<file path="src/rtl/cache_ctrl_2way_pkg.sv">
// Shared definitions for the 2-way cache controller.
//   state_e  : controller FSM state encoding (2 bits)
//   SETS     : number of sets (4)
//   INDEX_W  : set index width (2)
package cache_ctrl_2way_pkg;

  localparam int unsigned SETS    = 4;
  localparam int unsigned INDEX_W = 2;

  typedef enum logic [1:0] {
    StIdle = 2'd0,
    StWb   = 2'd1,
    StFill = 2'd2,
    StDone = 2'd3
  } state_e;

endpackage

</file>
<file path="src/rtl/cache_ctrl_2way_if.sv">
// Request / memory / array-control bundle of the 2-way cache controller.
//   master : requester side (drives request, tag-lookup results and mem_ready)
//   slave  : controller side (drives completion, strobes, way select, lru_q)
// fill_dirty carries the dirty value to store alongside fill_we (the latched
// write flag of the missing request).
interface cache_ctrl_2way_if;
  import cache_ctrl_2way_pkg::*;

  logic               req_valid;
  logic               req_wr;
  logic [INDEX_W-1:0] req_index;
  logic               hit0;
  logic               hit1;
  logic               valid0;
  logic               valid1;
  logic               dirty0;
  logic               dirty1;
  logic               mem_ready;
  logic               req_done;
  logic               stall;
  logic               way_sel;
  logic               mem_rd;
  logic               mem_wr;
  logic               fill_we;
  logic               fill_dirty;
  logic               err;
  logic [SETS-1:0]    lru_q;

  modport master (
    output req_valid, req_wr, req_index, hit0, hit1, valid0, valid1, dirty0, dirty1,
           mem_ready,
    input  req_done, stall, way_sel, mem_rd, mem_wr, fill_we, fill_dirty, err, lru_q
  );

  modport slave (
    input  req_valid, req_wr, req_index, hit0, hit1, valid0, valid1, dirty0, dirty1,
           mem_ready,
    output req_done, stall, way_sel, mem_rd, mem_wr, fill_we, fill_dirty, err, lru_q
  );

endinterface

</file>
<file path="src/rtl/cache_ctrl_2way_lru_table.sv">
// LRU storage: SETS one-bit entries, bit = way that is the next victim.
//   clk, rst : clock, synchronous active-high reset (clears all entries)
//   we       : write enable
//   addr     : set address, shared by the write port and the read port
//   wdata    : bit written at addr
//   rdata    : combinational read of entry addr
//   entries  : all entries, bit i = set i
module lru_table
  import cache_ctrl_2way_pkg::*;
(
  input  logic               clk,
  input  logic               rst,
  input  logic               we,
  input  logic [INDEX_W-1:0] addr,
  input  logic               wdata,
  output logic               rdata,
  output logic [SETS-1:0]    entries
);

  logic [SETS-1:0] bits_q;

  always_ff @(posedge clk) begin
    if (rst) begin
      bits_q <= '0;
    end else if (we) begin
      bits_q[addr] <= wdata;
    end
  end

  assign rdata   = bits_q[addr];
  assign entries = bits_q;

endmodule

</file>
<file path="src/rtl/cache_ctrl_2way.sv">
// Two-way set-associative cache controller (4 sets). Hits complete in the
// request cycle; misses pick a victim, write it back if dirty, fetch the line
// and complete in a DONE cycle. LRU bit per set marks the next victim.
//   clk, rst : clock, synchronous active-high reset
//   bus      : request, lookup, memory handshake and array-control signals
module cache_ctrl_2way
  import cache_ctrl_2way_pkg::*;
(
  input logic              clk,
  input logic              rst,
  cache_ctrl_2way_if.slave bus
);

  state_e             state_q, state_d;
  logic [INDEX_W-1:0] idx_q, idx_d;
  logic               wr_q, wr_d;
  logic               victim_q, victim_d;

  logic               any_hit;
  logic               hit_way;
  logic               miss_victim;
  logic               victim_dirty;
  logic               lru_rd;
  logic               lru_we;
  logic [INDEX_W-1:0] lru_addr;

  assign any_hit = bus.hit0 | bus.hit1;
  // Way 0 wins when both ways report a hit.
  assign hit_way = ~bus.hit0;

  // Prefer an empty way; only fall back to LRU when both ways are valid.
  assign miss_victim  = !bus.valid0 ? 1'b0 : (!bus.valid1 ? 1'b1 : lru_rd);
  assign victim_dirty = miss_victim ? (bus.valid1 & bus.dirty1) : (bus.valid0 & bus.dirty0);

  // LRU is read only in IDLE (live index) and written on req_done, which is
  // either the IDLE hit cycle (live index) or DONE (latched index).
  assign lru_addr = (state_q == StIdle) ? bus.req_index : idx_q;
  assign lru_we   = bus.req_done;

  lru_table u_lru_table (
    .clk     (clk),
    .rst     (rst),
    .we      (lru_we),
    .addr    (lru_addr),
    .wdata   (~bus.way_sel),
    .rdata   (lru_rd),
    .entries (bus.lru_q)
  );

  always_ff @(posedge clk) begin
    if (rst) begin
      state_q  <= StIdle;
      idx_q    <= '0;
      wr_q     <= 1'b0;
      victim_q <= 1'b0;
    end else begin
      state_q  <= state_d;
      idx_q    <= idx_d;
      wr_q     <= wr_d;
      victim_q <= victim_d;
    end
  end

  always_comb begin
    state_d  = state_q;
    idx_d    = idx_q;
    wr_d     = wr_q;
    victim_d = victim_q;
    unique case (state_q)
      StIdle: begin
        if (bus.req_valid && !any_hit) begin
          idx_d    = bus.req_index;
          wr_d     = bus.req_wr;
          victim_d = miss_victim;
          state_d  = victim_dirty ? StWb : StFill;
        end
      end
      StWb:    if (bus.mem_ready) state_d = StFill;
      StFill:  if (bus.mem_ready) state_d = StDone;
      StDone:  state_d = StIdle;
      default: state_d = StIdle;
    endcase
  end

  // Outputs are forced inactive while rst is high so an abandoned miss can
  // neither fill nor complete in the reset cycle.
  always_comb begin
    bus.req_done   = 1'b0;
    bus.stall      = 1'b0;
    bus.way_sel    = 1'b0;
    bus.mem_rd     = 1'b0;
    bus.mem_wr     = 1'b0;
    bus.fill_we    = 1'b0;
    bus.fill_dirty = 1'b0;
    bus.err        = 1'b0;
    if (!rst) begin
      unique case (state_q)
        StIdle: begin
          if (bus.req_valid) begin
            if (any_hit) begin
              bus.req_done = 1'b1;
              bus.way_sel  = hit_way;
              bus.err      = bus.hit0 & bus.hit1;
            end else begin
              bus.stall = 1'b1;
            end
          end
        end
        StWb: begin
          bus.stall   = 1'b1;
          bus.mem_wr  = 1'b1;
          bus.way_sel = victim_q;
        end
        StFill: begin
          bus.stall      = 1'b1;
          bus.mem_rd     = 1'b1;
          bus.way_sel    = victim_q;
          bus.fill_we    = bus.mem_ready;
          bus.fill_dirty = bus.mem_ready & wr_q;
        end
        StDone: begin
          bus.req_done = 1'b1;
          bus.way_sel  = victim_q;
        end
        default: ;
      endcase
    end
  end

endmodule

</file>
<file path="src/flat_wrapper.sv">
// flat-port wrapper written by rule: the top's interface ports become plain ports
module cache_ctrl_2way_flat import cache_ctrl_2way_pkg::*;
  (clk, rst, bus_req_valid, bus_req_wr, bus_req_index, bus_hit0, bus_hit1, bus_valid0, bus_valid1, bus_dirty0, bus_dirty1, bus_mem_ready, bus_req_done, bus_stall, bus_way_sel, bus_mem_rd, bus_mem_wr, bus_fill_we, bus_fill_dirty, bus_err, bus_lru_q);
  cache_ctrl_2way_if bus_i ();
  input logic clk;
  input logic rst;
  input wire logic [$bits(bus_i.req_valid)-1:0] bus_req_valid;
  input wire logic [$bits(bus_i.req_wr)-1:0] bus_req_wr;
  input wire logic [$bits(bus_i.req_index)-1:0] bus_req_index;
  input wire logic [$bits(bus_i.hit0)-1:0] bus_hit0;
  input wire logic [$bits(bus_i.hit1)-1:0] bus_hit1;
  input wire logic [$bits(bus_i.valid0)-1:0] bus_valid0;
  input wire logic [$bits(bus_i.valid1)-1:0] bus_valid1;
  input wire logic [$bits(bus_i.dirty0)-1:0] bus_dirty0;
  input wire logic [$bits(bus_i.dirty1)-1:0] bus_dirty1;
  input wire logic [$bits(bus_i.mem_ready)-1:0] bus_mem_ready;
  output wire logic [$bits(bus_i.req_done)-1:0] bus_req_done;
  output wire logic [$bits(bus_i.stall)-1:0] bus_stall;
  output wire logic [$bits(bus_i.way_sel)-1:0] bus_way_sel;
  output wire logic [$bits(bus_i.mem_rd)-1:0] bus_mem_rd;
  output wire logic [$bits(bus_i.mem_wr)-1:0] bus_mem_wr;
  output wire logic [$bits(bus_i.fill_we)-1:0] bus_fill_we;
  output wire logic [$bits(bus_i.fill_dirty)-1:0] bus_fill_dirty;
  output wire logic [$bits(bus_i.err)-1:0] bus_err;
  output wire logic [$bits(bus_i.lru_q)-1:0] bus_lru_q;
  assign bus_i.req_valid = bus_req_valid;
  assign bus_i.req_wr = bus_req_wr;
  assign bus_i.req_index = bus_req_index;
  assign bus_i.hit0 = bus_hit0;
  assign bus_i.hit1 = bus_hit1;
  assign bus_i.valid0 = bus_valid0;
  assign bus_i.valid1 = bus_valid1;
  assign bus_i.dirty0 = bus_dirty0;
  assign bus_i.dirty1 = bus_dirty1;
  assign bus_i.mem_ready = bus_mem_ready;
  assign bus_req_done = bus_i.req_done;
  assign bus_stall = bus_i.stall;
  assign bus_way_sel = bus_i.way_sel;
  assign bus_mem_rd = bus_i.mem_rd;
  assign bus_mem_wr = bus_i.mem_wr;
  assign bus_fill_we = bus_i.fill_we;
  assign bus_fill_dirty = bus_i.fill_dirty;
  assign bus_err = bus_i.err;
  assign bus_lru_q = bus_i.lru_q;
  cache_ctrl_2way u_core (.clk(clk), .rst(rst), .bus(bus_i));
endmodule
</file>
<file path="config.mk">
export PLATFORM = sky130hd
export DESIGN_NAME = cache_ctrl_2way_flat
export DESIGN_NICKNAME = d
export VERILOG_FILES = /design/src/rtl/cache_ctrl_2way_pkg.sv /design/src/rtl/cache_ctrl_2way_if.sv /design/src/rtl/cache_ctrl_2way_lru_table.sv /design/src/rtl/cache_ctrl_2way.sv /design/src/flat_wrapper.sv
export SDC_FILE = /design/constraint.sdc
export NUM_CORES = 1
export LEC_CHECK = 0
export CORE_MARGIN = 10
export CORE_UTILIZATION = 36
export CTS_CLUSTER_SIZE = 16
export DETAILED_ROUTE_END_ITERATION = 6
export GPL_TIMING_DRIVEN = 0
export PLACE_DENSITY_LB_ADDON = 0.3
export SYNTH_ARGS = -nofsm -noshare
export SYNTH_HDL_FRONTEND = slang
export SYNTH_SLANG_ARGS = --single-unit
</file>
<file path="constraint.sdc">
create_clock -name clk -period 4.99 [get_ports clk]
set_input_delay 0.998 -clock clk [delete_from_list [all_inputs] [get_ports clk]]
set_output_delay 0.998 -clock clk [all_outputs]
set_load 0.02 [all_outputs]
</file>
==> impl_metrics.csv <==
group,metric,value,unit
status,outcome,"finished clean",
detailed_routing,routed_via_density,4.87,
logic_synthesis,avgSynthCellArea,8.18,um^2
detailed_routing,num_vias,711,
logic_synthesis,yosysWarnings,0,
floorplan,dieHeight,65.5,um
logic_synthesis,ys_seq_area_share,26.9,%
logic_synthesis,synth.area.top_cells,"dfxtp_1 27%, ha_1 10%, mux2i_1 8.1%",
logic_synthesis,ys.flop_type,"dfxtp_1",
logic_synthesis,synth.top_cells.by_count,"14 x nor2_1, 10 x dfxtp_1, 8 x nand2_1",
worst_setup_path,arrival,2.96,ns
detailed_routing,avgRoutedWirePerCell,13.5,um
layout,fin_cells,146,
placement,portBuffers,24,
clock_tree,cts_buffers,3,
logic_synthesis,syn_inst,91,
pwr,combPwrFrac,57.1,%
logic_synthesis,synth_seq_cells,10,
logic_synthesis,synth_nets,110,
pwr,peakVddDrop,242,uV
global_route,grt_pass1_wl,3.19,mm
worst_setup_path,endpoint_kind,"output pin",
pwr,power_frac_clock,17.8,%
pwr,p_sw_share,43.2,%
floorplan,core,1960,um^2
pwr,power,0.432,mW
logic_synthesis,synth-edff-count,0,
clock_tree,hold_buffers,0,
floorplan,rows,16,
clock_tree,cts_root_buffer,"clkbuf_4",
floorplan,die-width,65.5,um
detailed_routing,drc,0,
logic_synthesis,async_flop_share,0,%
detailed_routing,drtIter0Drc,14,
pwr,powerDensity,410,nW/um^2
clock_tree,h-tree-depth,1,
sta,min_period,3.95,ns
clock_tree,clkLatencyLatePin,0.27,ns
global_route,track_usage,9.42,%
sta,fin_tns_setup,0,ns
worst_setup_path,critPathRequiredTime,3.99,ns
global_route,antenna_found_initial,0,
run,drv_cap,0,
logic_synthesis,yosysMostFrequentCell,"nor2_1",
detailed_routing,firstDrtPassIters,4,
sta,tightest_slew,0.467,ns
pwr,seqPwrFrac,25.1,%
worst_setup_path,path_max_fanout,7,
global_route,grt_max_degree,11,
hold_path,hp-class,"reg -> reg",
pwr,static-leakage-power,0.440,nW
pwr,p_sw,0.187,mW
floorplan,start_util,37.9,%
placement,dp_hpwl,1.53,mm
clock_tree,cts_tree,"yes",
clock_tree,post-cts-setup-buffers,0,
logic_synthesis,synth_cell_types,31,
layout,antennaDiodeCount,0,
logic_synthesis,synth_top_area_cell,"dfxtp_1",
placement,dp_cells,142,
layout,syn2layout_area_growth,41.7,%
clock_tree,cts_resized,0,
clock_tree,clock-sinks,10,
sta,setup_slack,1.04,ns
detailed_routing,totalWireLength,1.96,mm
worst_setup_path,crit_type,"in -> out",
placement,preCtsSetupSlack,1.05,ns
layout,nets,139,
sta,finClkSkew,0.000101,ns
floorplan,io_pins,25,
worst_setup_path,start_kind,"input pin",
clock_tree,clk_pin_slew,0.08,ns
floorplan,die_area,4290,um^2
sta,drv_slew,0,
sta,hold_viol_final,0,
logic_synthesis,synth_area,744,um^2
layout,drive_gt1_share,10.1,%
global_route,grt_pass1_vias,700,
detailed_routing,drtAntennaViolNets,0,
clock_tree,cts.path.max_buffers,2,
sta,setup_viol,0,
sta,period_share,79.2,%
global_route,grt-ovfl-total,0,
placement,place_congestion,0.824,
sta,rsz0062_at_grt,"no",
logic_synthesis,yosysTopAreaCellShare,26.9,%
sta,relSlewSlack,68.9,%
pwr,internal_power,0.245,mW
sta,fmax,253,MHz
==> metal layers <==
metal  part of all wire, %  routed length [um]  up-vias  GRT usage [%]
met5                     0                   0        -              0
met4                   1.7                  34        0           4.81
met3                   5.2                 102        4           3.90
met2                    48                 937       13           15.4
met1                    45                 891      314           10.2
li1                      -                   -      380              -
==> state kept, by name, summed over array words and instances (netlist names) <==
| register | count |
|---|---|
| u_core.state_q | 2 |
| u_core.u_lru_table.entries | 4 |
| u_core.victim_q | 1 |
| u_core.wr_q | 1 |
| u_core.idx_q | 2 |
==> power groups by stage <==
| stage | Combinational (mW) | Clock [mW] | Sequential (mW) |
|---|---|---|---|
| after floorplan | 0.171 | 0 | 0.109 |
| after global placement | 0.241 | 0 | 0.109 |
| after detailed placement | 0.246 | 0 | 0.110 |
| after CTS | 0.248 | 0.0778 | 0.108 |
| after global routing | 0.274 | 0.0823 | 0.111 |
| final | 0.247 | 0.0770 | 0.108 |
==> stage by stage <==
stage | utilization (%) | cell area [um^2] | hold WS, ns
after floorplan | - | 744 | 0.437
after global placement | 51.9 | 1020 | 0.449
after detailed placement | 51.9 | 1020 | 0.459
after CTS | 53.8 | 1050 | 0.469
after global routing | 53.8 | 1050 | 0.502
final | 53.8 | 1050 | 0.465
==> path summary, 6_finish.rpt <==
path	start	to	slack, ns	cells after the start
worst min register to register	u_core.victim_q	u_core.victim_q	0.47	2
worst max register to register	u_core.state_q[0]	u_core.state_q[0]	2.44	7
worst min-delay path	u_core.victim_q	u_core.victim_q	0.47	2
worst max-delay path	bus_hit1	bus_stall	1.04	5
==> logic make-up (layout without fill, tap and decap cells) <==
logic type	count (synthesis)	after routing	share of synthesized area (%)
multiplexers	7	7	9.58
AND/OR/NAND/NOR	42	42	27.6
buffers and inverters	8	36	4.54
AO/OA/AOI/OAI	18	18	21.3
flip-flops	10	10	26.9
adder cells (fa/ha/maj)	6	6	10.1
==> final cells by class <==
| class | count | area [um^2] |
|---|---|---|
| multi-input cells | 73 | 510 |
| plain buffers | 2 | 11.3 |
| well taps | 27 | 33.8 |
| repair buffers | 24 | 240 |
| fillers | 204 | 907 |
| clock buffers | 4 | 36.3 |
| inverters | 6 | 22.5 |
| flip-flops and latches | 10 | 200 |
==> worst max-delay path, cell delays in order <==
cell and delay (ns):
clkdlybuf4s50_1 0.47, nor2_1 0.17, nand3_1 0.30, a211oi_1 0.35
clkdlybuf4s50_1 0.65
==> placed cells by master (no fill, tap or decap), drive strengths merged, types with 3 or more instances in the layout <==
cell type and instances:
a2111oi 3, inv 6, clkbuf 5, nand2 8, nor3 4, a21oi 5
dfxtp 10, clkdlybuf4s50 24, ha 6, nor2 14, nand3 6, mux2i 6
Note: power is estimated with default switching activity, not from simulation.
